===== src/rtl/dtw_query_packer.sv =====
// dtw_query_packer
// Frames raw AXI-stream squiggle packets into fixed-length DTW queries for
// the src FIFO: one query-id header word followed by exactly SQG_SIZE sample
// words. Short packets are padded by repeating the last sample; long packets
// are truncated and their surplus beats drained without writes.
//
// Ports:
//   clk, rst_n          clock (rising edge), async active-low reset
//   en                  start enable, sampled only while idle
//   s_axis_t*           raw sample stream (tdata/tvalid/tlast in, tready out)
//   src_fifo_*          FIFO write side (wren/data out, full in)
//   busy, dbg_*         status: busy, state encoding, query/pad/drop counters
module dtw_query_packer #(
  parameter int unsigned WIDTH      = 16,
  parameter int unsigned AXIS_WIDTH = 32,
  parameter int unsigned SQG_SIZE   = 250,
  parameter logic [31:0] QID_INIT   = 32'd0
) (
  input  logic                  clk,
  input  logic                  rst_n,
  input  logic                  en,
  input  logic [AXIS_WIDTH-1:0] s_axis_tdata,
  input  logic                  s_axis_tvalid,
  input  logic                  s_axis_tlast,
  output logic                  s_axis_tready,
  output logic                  src_fifo_wren,
  input  logic                  src_fifo_full,
  output logic [31:0]           src_fifo_data,
  output logic                  busy,
  output logic [2:0]            dbg_state,
  output logic [31:0]           dbg_nquery,
  output logic [31:0]           dbg_npad,
  output logic [31:0]           dbg_ndrop
);

  localparam int unsigned CW = $clog2(SQG_SIZE + 1);
  // Count value at which the next written sample completes the query.
  localparam logic [CW-1:0] LP_LAST = CW'(SQG_SIZE - 1);

  typedef enum logic [2:0] {
    IDLE  = 3'd0,
    HDR   = 3'd1,
    SAMP  = 3'd2,
    PAD   = 3'd3,
    DRAIN = 3'd4
  } state_t;

  state_t         r_state;
  logic [31:0]    r_qid;
  logic [CW-1:0]  r_cnt;
  logic [31:0]    r_last;
  logic [31:0]    r_nquery;
  logic [31:0]    r_npad;
  logic [31:0]    r_ndrop;

  logic           w_tready;
  logic           w_wren;
  logic [31:0]    w_data;
  logic [31:0]    w_samp;
  logic           w_accept;
  logic           w_done;
  logic           w_unused;

  assign w_unused = ^s_axis_tdata;

  always_comb begin
    w_tready = 1'b0;
    w_wren   = 1'b0;
    w_data   = '0;
    w_done   = 1'b0;
    w_samp   = '0;
    w_samp[WIDTH-1:0] = s_axis_tdata[WIDTH-1:0];
    case (r_state)
      HDR: begin
        w_wren = !src_fifo_full;
        w_data = r_qid;
      end
      SAMP: begin
        w_tready = !src_fifo_full;
        w_wren   = s_axis_tvalid && !src_fifo_full;
        w_data   = w_samp;
        w_done   = w_wren && s_axis_tlast && (r_cnt == LP_LAST);
      end
      PAD: begin
        w_wren = !src_fifo_full;
        w_data = r_last;
        w_done = w_wren && (r_cnt == LP_LAST);
      end
      DRAIN: begin
        // Surplus beats are swallowed even while the FIFO is full.
        w_tready = 1'b1;
        w_done   = s_axis_tvalid && s_axis_tlast;
      end
      default: ;
    endcase
  end

  assign w_accept = s_axis_tvalid && w_tready;

  always_ff @(posedge clk or negedge rst_n) begin
    if (!rst_n) begin
      r_state  <= IDLE;
      r_qid    <= QID_INIT;
      r_cnt    <= '0;
      r_last   <= '0;
      r_nquery <= '0;
      r_npad   <= '0;
      r_ndrop  <= '0;
    end else begin
      case (r_state)
        IDLE: if (en && s_axis_tvalid) r_state <= HDR;
        HDR: begin
          if (!src_fifo_full) begin
            r_cnt   <= '0;
            r_state <= SAMP;
          end
        end
        SAMP: begin
          if (w_accept) begin
            r_last <= w_samp;
            r_cnt  <= r_cnt + 1'b1;
            if (r_cnt == LP_LAST) begin
              if (!s_axis_tlast) r_state <= DRAIN;
            end else if (s_axis_tlast) begin
              r_state <= PAD;
            end
          end
        end
        PAD: begin
          if (!src_fifo_full) begin
            r_cnt  <= r_cnt + 1'b1;
            r_npad <= r_npad + 32'd1;
          end
        end
        DRAIN: if (s_axis_tvalid) r_ndrop <= r_ndrop + 32'd1;
        default: r_state <= IDLE;
      endcase
      // Completion overrides the per-state next-state choice above.
      if (w_done) begin
        r_qid    <= r_qid + 32'd1;
        r_nquery <= r_nquery + 32'd1;
        r_state  <= IDLE;
      end
    end
  end

  assign s_axis_tready = w_tready;
  assign src_fifo_wren = w_wren;
  assign src_fifo_data = w_data;
  assign busy          = (r_state != IDLE);
  assign dbg_state     = r_state;
  assign dbg_nquery    = r_nquery;
  assign dbg_npad      = r_npad;
  assign dbg_ndrop     = r_ndrop;

endmodule


===== config.mk =====
export PLATFORM = sky130hd
export DESIGN_NAME = dtw_query_packer
export DESIGN_NICKNAME = d
export VERILOG_FILES = /design/src/rtl/dtw_query_packer.sv
export SDC_FILE = /design/constraint.sdc
export NUM_CORES = 1
export LEC_CHECK = 0
export CORE_UTILIZATION = 40
export CTS_BUF_LIST = sky130_fd_sc_hd__clkbuf_2 sky130_fd_sc_hd__clkbuf_4 sky130_fd_sc_hd__clkbuf_8
export CTS_CLUSTER_DIAMETER = 200
export DETAILED_ROUTE_END_ITERATION = 10
export HOLD_SLACK_MARGIN = 0.12
export PLACE_DENSITY = 0.66
export SLEW_MARGIN = 30
export SYNTH_ARGS = -nofsm -noshare
export SYNTH_HDL_FRONTEND = slang
export SYNTH_SLANG_ARGS = --single-unit
export TNS_END_PERCENT = 50

===== constraint.sdc =====
create_clock -name clk -period 3 [get_ports clk]
set_input_delay 0.45 -clock clk [delete_from_list [all_inputs] [get_ports clk]]
set_output_delay 0.45 -clock clk [all_outputs]
set_load 0.005 [all_outputs]

## After elaboration in Yosys (flattened, before gate mapping)

Index checks and enable logic that the tools add are counted.

- Word-level logic and storage cells: 61
- Input port bits: 38
- Register bits after elaboration: 155

- Multiplexer cells: 16
- Reductions and logical operators: 18
- Equality and inequality tests: 14
- Bitwise gates (word level): 1
- Add/subtract/negate cells: 5

Operators with widths:

| kind | count |
|---|---|
| $add 32x1->32 const B | 4 |
| $pmux 32 s3 | 1 |
| $mux 8 | 3 |
| $pmux 8 s3 | 1 |
| $mux 3 | 7 |
| $pmux 3 s4 | 1 |
| $ne 3x3->1 const B | 3 |
| $add 8x1->8 const B | 1 |
| $eq 8x8->1 const B | 1 |
| $ne 4x4->1 const B | 2 |
| $logic_and 1x1->1 | 7 |
| $eq 3x2->1 const B | 2 |
| $ne 2x2->1 const B | 3 |
| $reduce_and 2->1 | 3 |
| $reduce_and 6->1 | 1 |
| $reduce_bool 3->1 | 2 |
| $pmux 1 s2 | 2 |
| $reduce_and 4->1 | 1 |
| $reduce_or 2->1 | 2 |
| $eq 3x1->1 const B | 1 |
| $eq 3x3->1 const B | 1 |
| $logic_not 3->1 | 1 |
| $pmux 1 s3 | 1 |
| $ne 2x1->1 const B | 1 |
| 2 further kinds | 2 |

## Logic depth before layout (Yosys ltp)

Gate-level depths: netlist (run 1).

- Depth after elaboration: 7
- Gate-level depth with buffers: 8
- Gate-level depth less buffers: 7

## Worst setup path after synthesis (run 1)

Ideal clock, no wire load.

- Path kind: input port to flip-flop
- Start point: in src_fifo_full
- End point: reg r_qid[30]
- Library setup time: 0.123 ns
- Required time: 2.877 ns
- Setup slack: 0.830 ns
- Stages on the path: 5
- Arrival: 2.048 ns
- Buffers on the path: 0
- Cells stage by stage: or3b_4 -> or4_4 -> a2111oi_4 -> nand4_1 -> xnor2_1

- Word-level cells in the longest chain between the ends: 5
- Elaborated cells on any way between the ends: 6
- Those cells by class: mux: 1; reduce/logical: 5

RTL lines:

| item | line | text |
|---|---|---|
| from (decl) | 27 | `input logic src_fifo_full,` |
| $logic_not 1->1 (*) | -- |  |
| $logic_and 1x1->1 | 80 | `w_wren = s_axis_tvalid && !src_fifo_full;` |
| $logic_and 1x1->1 (2 in series) | 82 | `w_done = w_wren && s_axis_tlast && (r_cnt == LP_LAST);` |
| $pmux 1 s3 (*) | 73 | `case (r_state)` |
| to (signal assigned) | 140 | `r_qid <= r_qid + 32'd1;` |
| to (decl) | 49 | `logic [31:0] r_qid;` |

Mark *: on every way between the ends. The rest lies on a longest branch, timed or not.
A chain may end at the register's enable or synchronous reset.

## Worst setup path in the final report (run 1)

- Start point: reg r_state[1], in the netlist dbg_state[1]
- End point: out src_fifo_data[16]

- Word-level cells in the longest chain between the ends: 2
- Elaborated cells on any way between the ends: 4
- Those cells by class: eq/ne: 3; mux: 1

RTL lines:

| item | line | text |
|---|---|---|
| from (decl) | 48 | `state_t r_state;` |
| from (signal assigned) | 102 | `r_state <= IDLE;` |
| from (signal assigned) | 111 | `IDLE: if (en && s_axis_tvalid) r_state <= HDR;` |
| from (signal assigned) | 115 | `r_state <= SAMP;` |
| $eq 3x2->1 or $eq 3x1->1 (tied branches) | 73 |  |
| $pmux 32 s3 (*) | 73 |  |
| to (decl) | 28 | `output logic [31:0] src_fifo_data,` |

Marks and branches as above.

==> flow_summary.ini, run 1 <==
[synthesis]
synth_most_common_cell = dfrtp_1
seq_area_frac_synth = 0.515
synth-edff-count = 0
synth_common_cells = 155 x dfrtp_1, 77 x xnor2_1, 74 x nand2_1, 48 x nor2_1, 47 x xor2_1
ys_top_cells_by_area = dfrtp_1 52%, xnor2_1 9.0%, xor2_1 5.5%, mux2_2 5.1%, nand2_1 3.7%
synth_compound_area_frac = 0.0452
synth-simple-area-share = 0.216
synth_top_cell_area_share = 0.515
synthDistinctLibCells = 45
syn-cell-area_um2 = 7530
synth_adder_area_share = 0.00997
syn_inst = 713
synth_seq_cells = 155
synth-async-reset-ratio = 1.00
yosysTopAreaCell = dfrtp_1
muxShareOfSynthArea = 0.0522
yosys_warnings = 0
synthXorXnorAreaFrac = 0.144
ys.flop_type = dfrtp_1
syn_nets = 757
syn-mean-instance-area_um2 = 10.6
synth_top_family_by_area = simple AND/OR/NAND/NOR gates

[grt]
grt_pass1_wl_mm = 29.4
grt_max_degree = 57
antenna_found_initial = 0
track_usage = 0.190
overflow = 0
grt_pass1_vias = 5672

[pwr]
power_frac_clock = 0.370
seqPwrFrac = 0.541
ir_drop_mv = 0.294
power_density_nw_per_um2 = 426
power_frac_comb = 0.089
p_sw_frac = 0.249
switchingPower_mw = 1.04
intPower_mw = 3.14
leakagePower_nw = 4.37

[hold_path]
min-delay-start = dbg_ndrop[31]$_DFFE_PN0P_
hold-path-endpoint = dbg_ndrop[31]$_DFFE_PN0P_
hold_path_depth = 1
holdCritPathClass = reg2reg

[floorplanning]
rows = 49
dieHeight_um = 139
start_util = 0.413
core_um2 = 18200
die_area_um2 = 19400
io_pins = 172
die_width_um = 139

[clock_network]
clock_latency_ps = 440
htree_num_levels = 4
clockBufferDepth = 2
cts_buffers = 17
root_buffer = clkbuf_8
cts_tree = built
cts_setup_buffers = 0
path_clk_slew_ps = 90
clock_sinks = 155

[run_status]
failed_checks = design-rule violations
status = finished with violations

[detailed_routing]
via_count = 5790
antenna_left = 0
wl_mm = 17.4
firstDrtPassIters = 10
drc_errors = 14
wl_per_cell_um = 15.5
vias_per_cell = 5.16
drtIter0Drc = 329

[sta]
relSlewSlack = 0.519
max_freq_ghz = 0.358
period_needed_ps = 2790
rsz0062_at_grt = no
worst_pin_slew_ps = 719
setup_viol = 0
hold_viol_final = 0
timing.final.crit_share = 0.931
maxSlewViolCount = 0
tns_ps = 0
holdWs_ps = 474
fin_skew_ps = 13.2
setup_ws_ps = 206

[final_layout]
drive_above_1_share = 0.102
utilization = 0.538
diodes = 0
syn2layout_area_growth_pct = 30.2
fin_area_um2 = 9800
fin_nets = 925

[place]
hpwlAfterDp_mm = 12.6
post-place-ws_ps = 138
gp_congestion = 0.827
io_buffer_count = 155
placed_cell_area_um2 = 9410

[setup_path]
reg2regPathDepth = 5
critPathRequiredTime_ps = 2550
timing.rr.end = r_qid[30]$_DFFE_PN0P_
r2r_setup_slack_ps = 550
cp_data_arrival_time_ps = 2340
critPathLaunchType = register
crit_type = reg2out
reg2reg_from = dbg_state[1]$_DFFE_PN0P_
crit_fanout = 21
worstSetupEndpointType = primary output

[run]
maxCapViolations = 0
-- routing by layer --
layer	wire length [um]	vias up	global-route usage
li1	-	2819	-
met1	8440	2819	0.270
met2	7940	141	0.292
met3	848	11	0.0428
met4	153	0	0.0526
met5	0	-	0
-- worst max-delay path by stage --
stage,startpoint,to,depth (start not counted)
after floorplan,src_fifo_full,r_qid[30]$_DFFE_PN0P_,5
after global placement,src_fifo_full,r_qid[30]$_DFFE_PN0P_,6
after detailed placement,src_fifo_full,r_qid[30]$_DFFE_PN0P_,6
after CTS,dbg_state[1]$_DFFE_PN0P_,src_fifo_data[2],5
after global routing,dbg_state[1]$_DFFE_PN0P_,src_fifo_data[25],5
final,dbg_state[1]$_DFFE_PN0P_,src_fifo_data[16],5
-- power by group through the flow --
stage	registers [mW]	clock network [mW]	logic (mW)
2_1_floorplan	2.28	0	0.160
3_3_place_gp	2.30	0	0.367
3_5_place_dp	2.30	0	0.376
4_1_cts	2.26	1.60	0.379
5_1_grt	2.28	1.69	0.424
6_report	2.26	1.55	0.372
-- repair_timing --
action | in CTS | in global routing
hold endpoints to repair | 50 | 0
hold buffers | 1 | 0
setup endpoints to repair | 0 | 5
resized for setup | 0 | 1
-- stage by stage --
step	power, mW	instances
finish	4.18	1122
global route	4.40	1122
CTS	4.24	1122
detailed placement	2.68	1090
global placement	2.67	1090
floorplan	2.44	713
-- flip-flops by register name (all words and copies together) (netlist names) --
register	flops
dbg_ndrop	32
dbg_npad	32
dbg_nquery	32
r_qid	32
r_last	16
r_cnt	8
dbg_state	3
-- layout make-up --
type | instances | area, um2
repair buffers | 171 | 1690
fillers | 1650 | 8410
inverters | 12 | 45.0
multi-input cells | 524 | 3520
clock buffers | 20 | 263
flip-flops and latches | 155 | 3880
well taps | 229 | 287
clock inverters | 11 | 121
-- cells in the final DEF (no fill, tap or decap), drive strengths merged, types with 25 or more instances in the layout --
cell | synthesis | layout
mux2 | 34 | 34
xnor2 | 77 | 77
nand3 | 45 | 45
nand2 | 74 | 74
xor2 | 47 | 47
nor2 | 48 | 48
nand4 | 25 | 25
nor3 | 28 | 28
clkdlybuf4s50 | 0 | 154
dfrtp | 155 | 155
-- cell families after synthesis --
logic type	after synthesis
adders and majority gates	6
muxes	35
and+or+nand+nor	311
DFF	155
AOI/OAI and AO/OA	48
xor gates and xnor gates	124
buffers and inverters	34
-- critical path: stages (launching register included) --
cell             delay (ps)
dfrtp_1                 500
buf_4                   260
nor3_1                  250
buf_4                   230
and2_1                  150
clkdlybuf4s50_1         510
Note: power is estimated with default switching activity, not from simulation.
==> run 2: changes to the inputs <==
Settings changed: CAP_MARGIN from default to 20, PLACE_DENSITY 0.66 to default, PLACE_DENSITY_LB_ADDON from default to 0.1, REMOVE_ABC_BUFFERS from default to 1.
==> flow_summary.ini, run 2 (synthesis gave the netlist of run 1 again) <==
[clock_network]
clockBufferDepth = 2
root_buffer = clkbuf_8
cts_tree = built
clock_sinks = 155
cts_buffers = 17
clock_latency_ps = 440
htree_num_levels = 4
path_clk_slew_ps = 70

[setup_path]
timing.rr.end = r_qid[27]$_DFFE_PN0P_
reg2reg_from = r_qid[6]$_DFFE_PN0P_
worstSetupEndpointType = primary output
reg2regPathDepth = 5
cp_data_arrival_time_ps = 2330
critPathLaunchType = register
crit_fanout = 22
critPathRequiredTime_ps = 2550
crit_type = reg2out
r2r_setup_slack_ps = 570

[pwr]
ir_drop_mv = 0.258
leakagePower_nw = 4.38
power_density_nw_per_um2 = 426

[sta]
rsz0062_at_grt = no
maxSlewViolCount = 0
period_needed_ps = 2780
tns_ps = 0
relSlewSlack = 0.459
timing.final.crit_share = 0.926
holdWs_ps = 471
setup_viol = 0
fin_skew_ps = 12.8
hold_viol_final = 0
worst_pin_slew_ps = 810
max_freq_ghz = 0.360
setup_ws_ps = 223

[grt]
grt_pass1_wl_mm = 29.6
overflow = 0
grt_max_degree = 62
antenna_found_initial = 0
grt_pass1_vias = 5859
track_usage = 0.190

[detailed_routing]
firstDrtPassIters = 8
wl_mm = 17.7
via_count = 5878
wl_per_cell_um = 15.7
drc_errors = 10
drtIter0Drc = 227
vias_per_cell = 5.22
antenna_left = 0

[place]
gp_congestion = 0.819
io_buffer_count = 155
hpwlAfterDp_mm = 12.8
post-place-ws_ps = 181

[run_status]
failed_checks = design-rule violations
status = finished with violations

[floorplanning]
die_area_um2 = 19400
rows = 49
dieHeight_um = 139
core_um2 = 18200
die_width_um = 139
start_util = 0.413
io_pins = 172

[hold_path]
min-delay-start = dbg_ndrop[31]$_DFFE_PN0P_
holdCritPathClass = reg2reg
hold_path_depth = 1
hold-path-endpoint = dbg_ndrop[31]$_DFFE_PN0P_

[final_layout]
diodes = 0
final_cell_mix = 154 x dfrtp_1, 154 x clkdlybuf4s50_1, 77 x xnor2_1
fin_nets = 928
syn2layout_area_growth_pct = 30.6
drive_above_1_share = 0.106

[run]
maxCapViolations = 0
## run 2: cell count changes in the layout (fill, tap and decap cells not counted), sizes merged
cell	change
buf	+3
clkinvlp	+3
clkinv	-1
inv	-1
## run 2: power by group
part	internal (mW)	switching, mW	total (mW)
combinational	0.205	0.169	0.374
sequential	2.16	0.101	2.27
clock	0.784	0.765	1.55
total	3.15	1.03	4.19
## run 2: worst max path at each step
stage	startpoint	end	slack [ps]
after floorplan	dbg_state[1]$_DFFE_PN0P_	r_qid[30]$_DFFE_PN0P_	460
after global placement	src_fifo_full	r_qid[30]$_DFFE_PN0P_	200
after detailed placement	src_fifo_full	r_qid[30]$_DFFE_PN0P_	180
after CTS	dbg_state[0]$_DFFE_PN0P_	src_fifo_data[9]	80
after global routing	dbg_state[0]$_DFFE_PN0P_	src_fifo_data[7]	80
final	dbg_state[0]$_DFFE_PN0P_	src_fifo_data[9]	220
## run 2: what timing repair did
| item | 4_1_cts | 5_1_grt |
|---|---|---|
| endpoints found under the setup margin | 0 | 6 |
| endpoints found under the hold margin | 42 | 0 |
| resized for setup | 0 | 1 |
| buffers inserted | 0 | 0 |
| hold buffers | 1 | 0 |
## run 2: worst max-delay path, cell delays in order (launching register included)
cell and delay (ps):
dfrtp_2 500, buf_4 330, mux2_2 370, a22oi_1 160, nor2_1 70, clkdlybuf4s50_1 460
## run 2: final cells by class
class	count	area, um2
Clock buffer	20	269
Sequential cell	155	3880
Timing Repair Buffer	174	1710
Fill cell	1573	8380
Inverter	12	45.0
Clock inverter	12	123
Multi-Input combinational cell	524	3520
Tap cell	229	287
## run 2: metrics by stage
stage                     power (mW)  area [um2]   util  cells
after global routing            4.40        9830  0.540   1126
after floorplan                 2.44        7440      -    691
after global placement          2.67        9430  0.518   1093
after CTS                       4.27        9830  0.540   1126
final                           4.19        9830  0.540   1126
after detailed placement        2.69        9430  0.518   1093
## run 2: layer usage
metal	wire (um)	GRT usage
met4	184	0.0585
met3	687	0.0363
met2	8910	0.324
met5	0	0
met1	7900	0.245
==> run 3: changes to the inputs <==
Settings changed: RECOVER_POWER from default to 50.
==> flow_summary.ini, run 3 (synthesis gave the netlist of run 1 again) <==
[run_status]
status = finished with violations
failed_checks = design-rule violations

[final_layout]
register_area_um2 = 3880
final_common_cell = dfrtp_1
fin_nets = 928
utilization = 0.538
diodes = 0
fin_area_um2 = 9800
fill_cells = 1580
drive_above_1_share = 0.104
final_cell_mix = 154 x dfrtp_1, 108 x clkdlybuf4s50_1, 77 x xnor2_1
multi_input_area_um2 = 3520
syn2layout_area_growth_pct = 30.2

[detailed_routing]
firstDrtPassIters = 8
drc_errors = 10
vias_per_cell = 5.21
wl_mm = 17.7
via_count = 5871
antenna_left = 0
drtIter0Drc = 223
wl_per_cell_um = 15.7

[setup_path]
crit_type = reg2out
cp_data_arrival_time_ps = 2330
worstSetupEndpointType = primary output
critPathLaunchType = register
crit_fanout = 22
critPathRequiredTime_ps = 2550

[sta]
fin_skew_ps = 14.0
rsz0062_at_grt = no
tns_ps = 0
relSlewSlack = 0.262
holdWs_ps = 466
timing.final.crit_share = 0.926
hold_viol_final = 0
worst_pin_slew_ps = 1110
max_freq_ghz = 0.360
period_needed_ps = 2780
maxSlewViolCount = 0
setup_viol = 0

[pwr]
power_frac_comb = 0.087
power_density_nw_per_um2 = 426
intPower_mw = 3.14
leakagePower_nw = 4.49
p_sw_frac = 0.247
seqPwrFrac = 0.543
ir_drop_mv = 0.260
power_frac_clock = 0.371
power_mw = 4.17
switchingPower_mw = 1.03

[clock_network]
cts_tree = built
clock_sinks = 155
path_clk_slew_ps = 80
cts_buffers = 17
root_buffer = clkbuf_8
clockBufferDepth = 2
cts_setup_buffers = 0
clock_latency_ps = 440
htree_num_levels = 4

[grt]
grt_pass1_vias = 5859
overflow = 0
grt_pass1_wl_mm = 29.6
antenna_found_initial = 0
track_usage = 0.190
grt_max_degree = 62

[floorplanning]
start_util = 0.413
io_pins = 172
rows = 49
die_area_um2 = 19400
core_um2 = 18200
dieHeight_um = 139
die_width_um = 139

[place]
gp_congestion = 0.819
hpwlAfterDp_mm = 12.8
io_buffer_count = 155
placed_cell_area_um2 = 9430

[hold_path]
holdCritPathClass = reg2reg

[run]
maxCapViolations = 0
## run 3: cell types whose count changed in the layout (fill, tap and decap cells not counted), sizes merged
cell	delta
buf	-6
clkdlybuf4s50	-46
clkbuf	+6
dlygate4sd3	+46
## run 3: per-stage QoR
step           instances  worst slack (ps)
4_1_cts             1126              77.6
2_1_floorplan        691               464
3_3_place_gp        1093               199
5_1_grt             1126              78.0
3_5_place_dp        1093               181
6_report            1126               223
## run 3: path summary, 6_finish.rpt
| kind | start | cells past startpoint | slack [ps] | to |
|---|---|---|---|---|
| min reg2reg | dbg_ndrop[31]$_DFFE_PN0P_ | 1 | 470 | dbg_ndrop[31]$_DFFE_PN0P_ |
| min | dbg_ndrop[31]$_DFFE_PN0P_ | 1 | 470 | dbg_ndrop[31]$_DFFE_PN0P_ |
| max reg2reg | r_qid[6]$_DFFE_PN0P_ | 5 | 570 | r_qid[27]$_DFFE_PN0P_ |
| min in group asynchronous | rst_n | 2 | 750 | dbg_ndrop[21]$_DFFE_PN0P_ |
| max | dbg_state[0]$_DFFE_PN0P_ | 5 | 220 | src_fifo_data[9] |
| max in group asynchronous | rst_n | 3 | 720 | r_qid[2]$_DFFE_PN0P_ |
## run 3: repair_timing
item,4_1_cts,5_1_grt
resized for setup,0,1
endpoints found under the setup margin,0,6
hold endpoints to repair,42,0
hold buffers,1,0
## run 3: final cells by class
| cell class | count | share of cell area |
|---|---|---|
| Clock buffer | 20 | 0.0274 |
| Clock inverter | 12 | 0.0125 |
| Inverter | 12 | 0.00460 |
| Multi-Input combinational cell | 524 | 0.359 |
| Sequential cell | 155 | 0.396 |
| Tap cell | 229 | 0.0292 |
| Timing Repair Buffer | 174 | 0.171 |
## run 3: routing by layer
| metal | GRT usage | part of all wire | up-vias | wire length [um] |
|---|---|---|---|---|
| li1 | - | - | 2827 | - |
| met1 | 0.245 | 0.45 | 2897 | 7910 |
| met2 | 0.324 | 0.50 | 134 | 8910 |
| met3 | 0.0363 | 0.039 | 13 | 689 |
| met4 | 0.0585 | 0.0094 | 0 | 166 |
| met5 | 0 | 0 | - | 0 |
## run 3: worst max-delay path, stage by stage, from the launching register on
cell             delay (ps)
dfrtp_2                 500
buf_4                   330
mux2_2                  370
a22oi_1                 160
nor2_1                   70
clkdlybuf4s50_1         460
## run 3: power by group through the flow
stage               registers (mW)  logic [mW]  clock network, mW
floorplan                     2.29       0.156                  0
global placement              2.30       0.365                  0
detailed placement            2.30       0.383                  0
CTS                           2.26       0.383               1.62
global route                  2.28       0.409               1.71
finish                        2.26       0.361               1.55
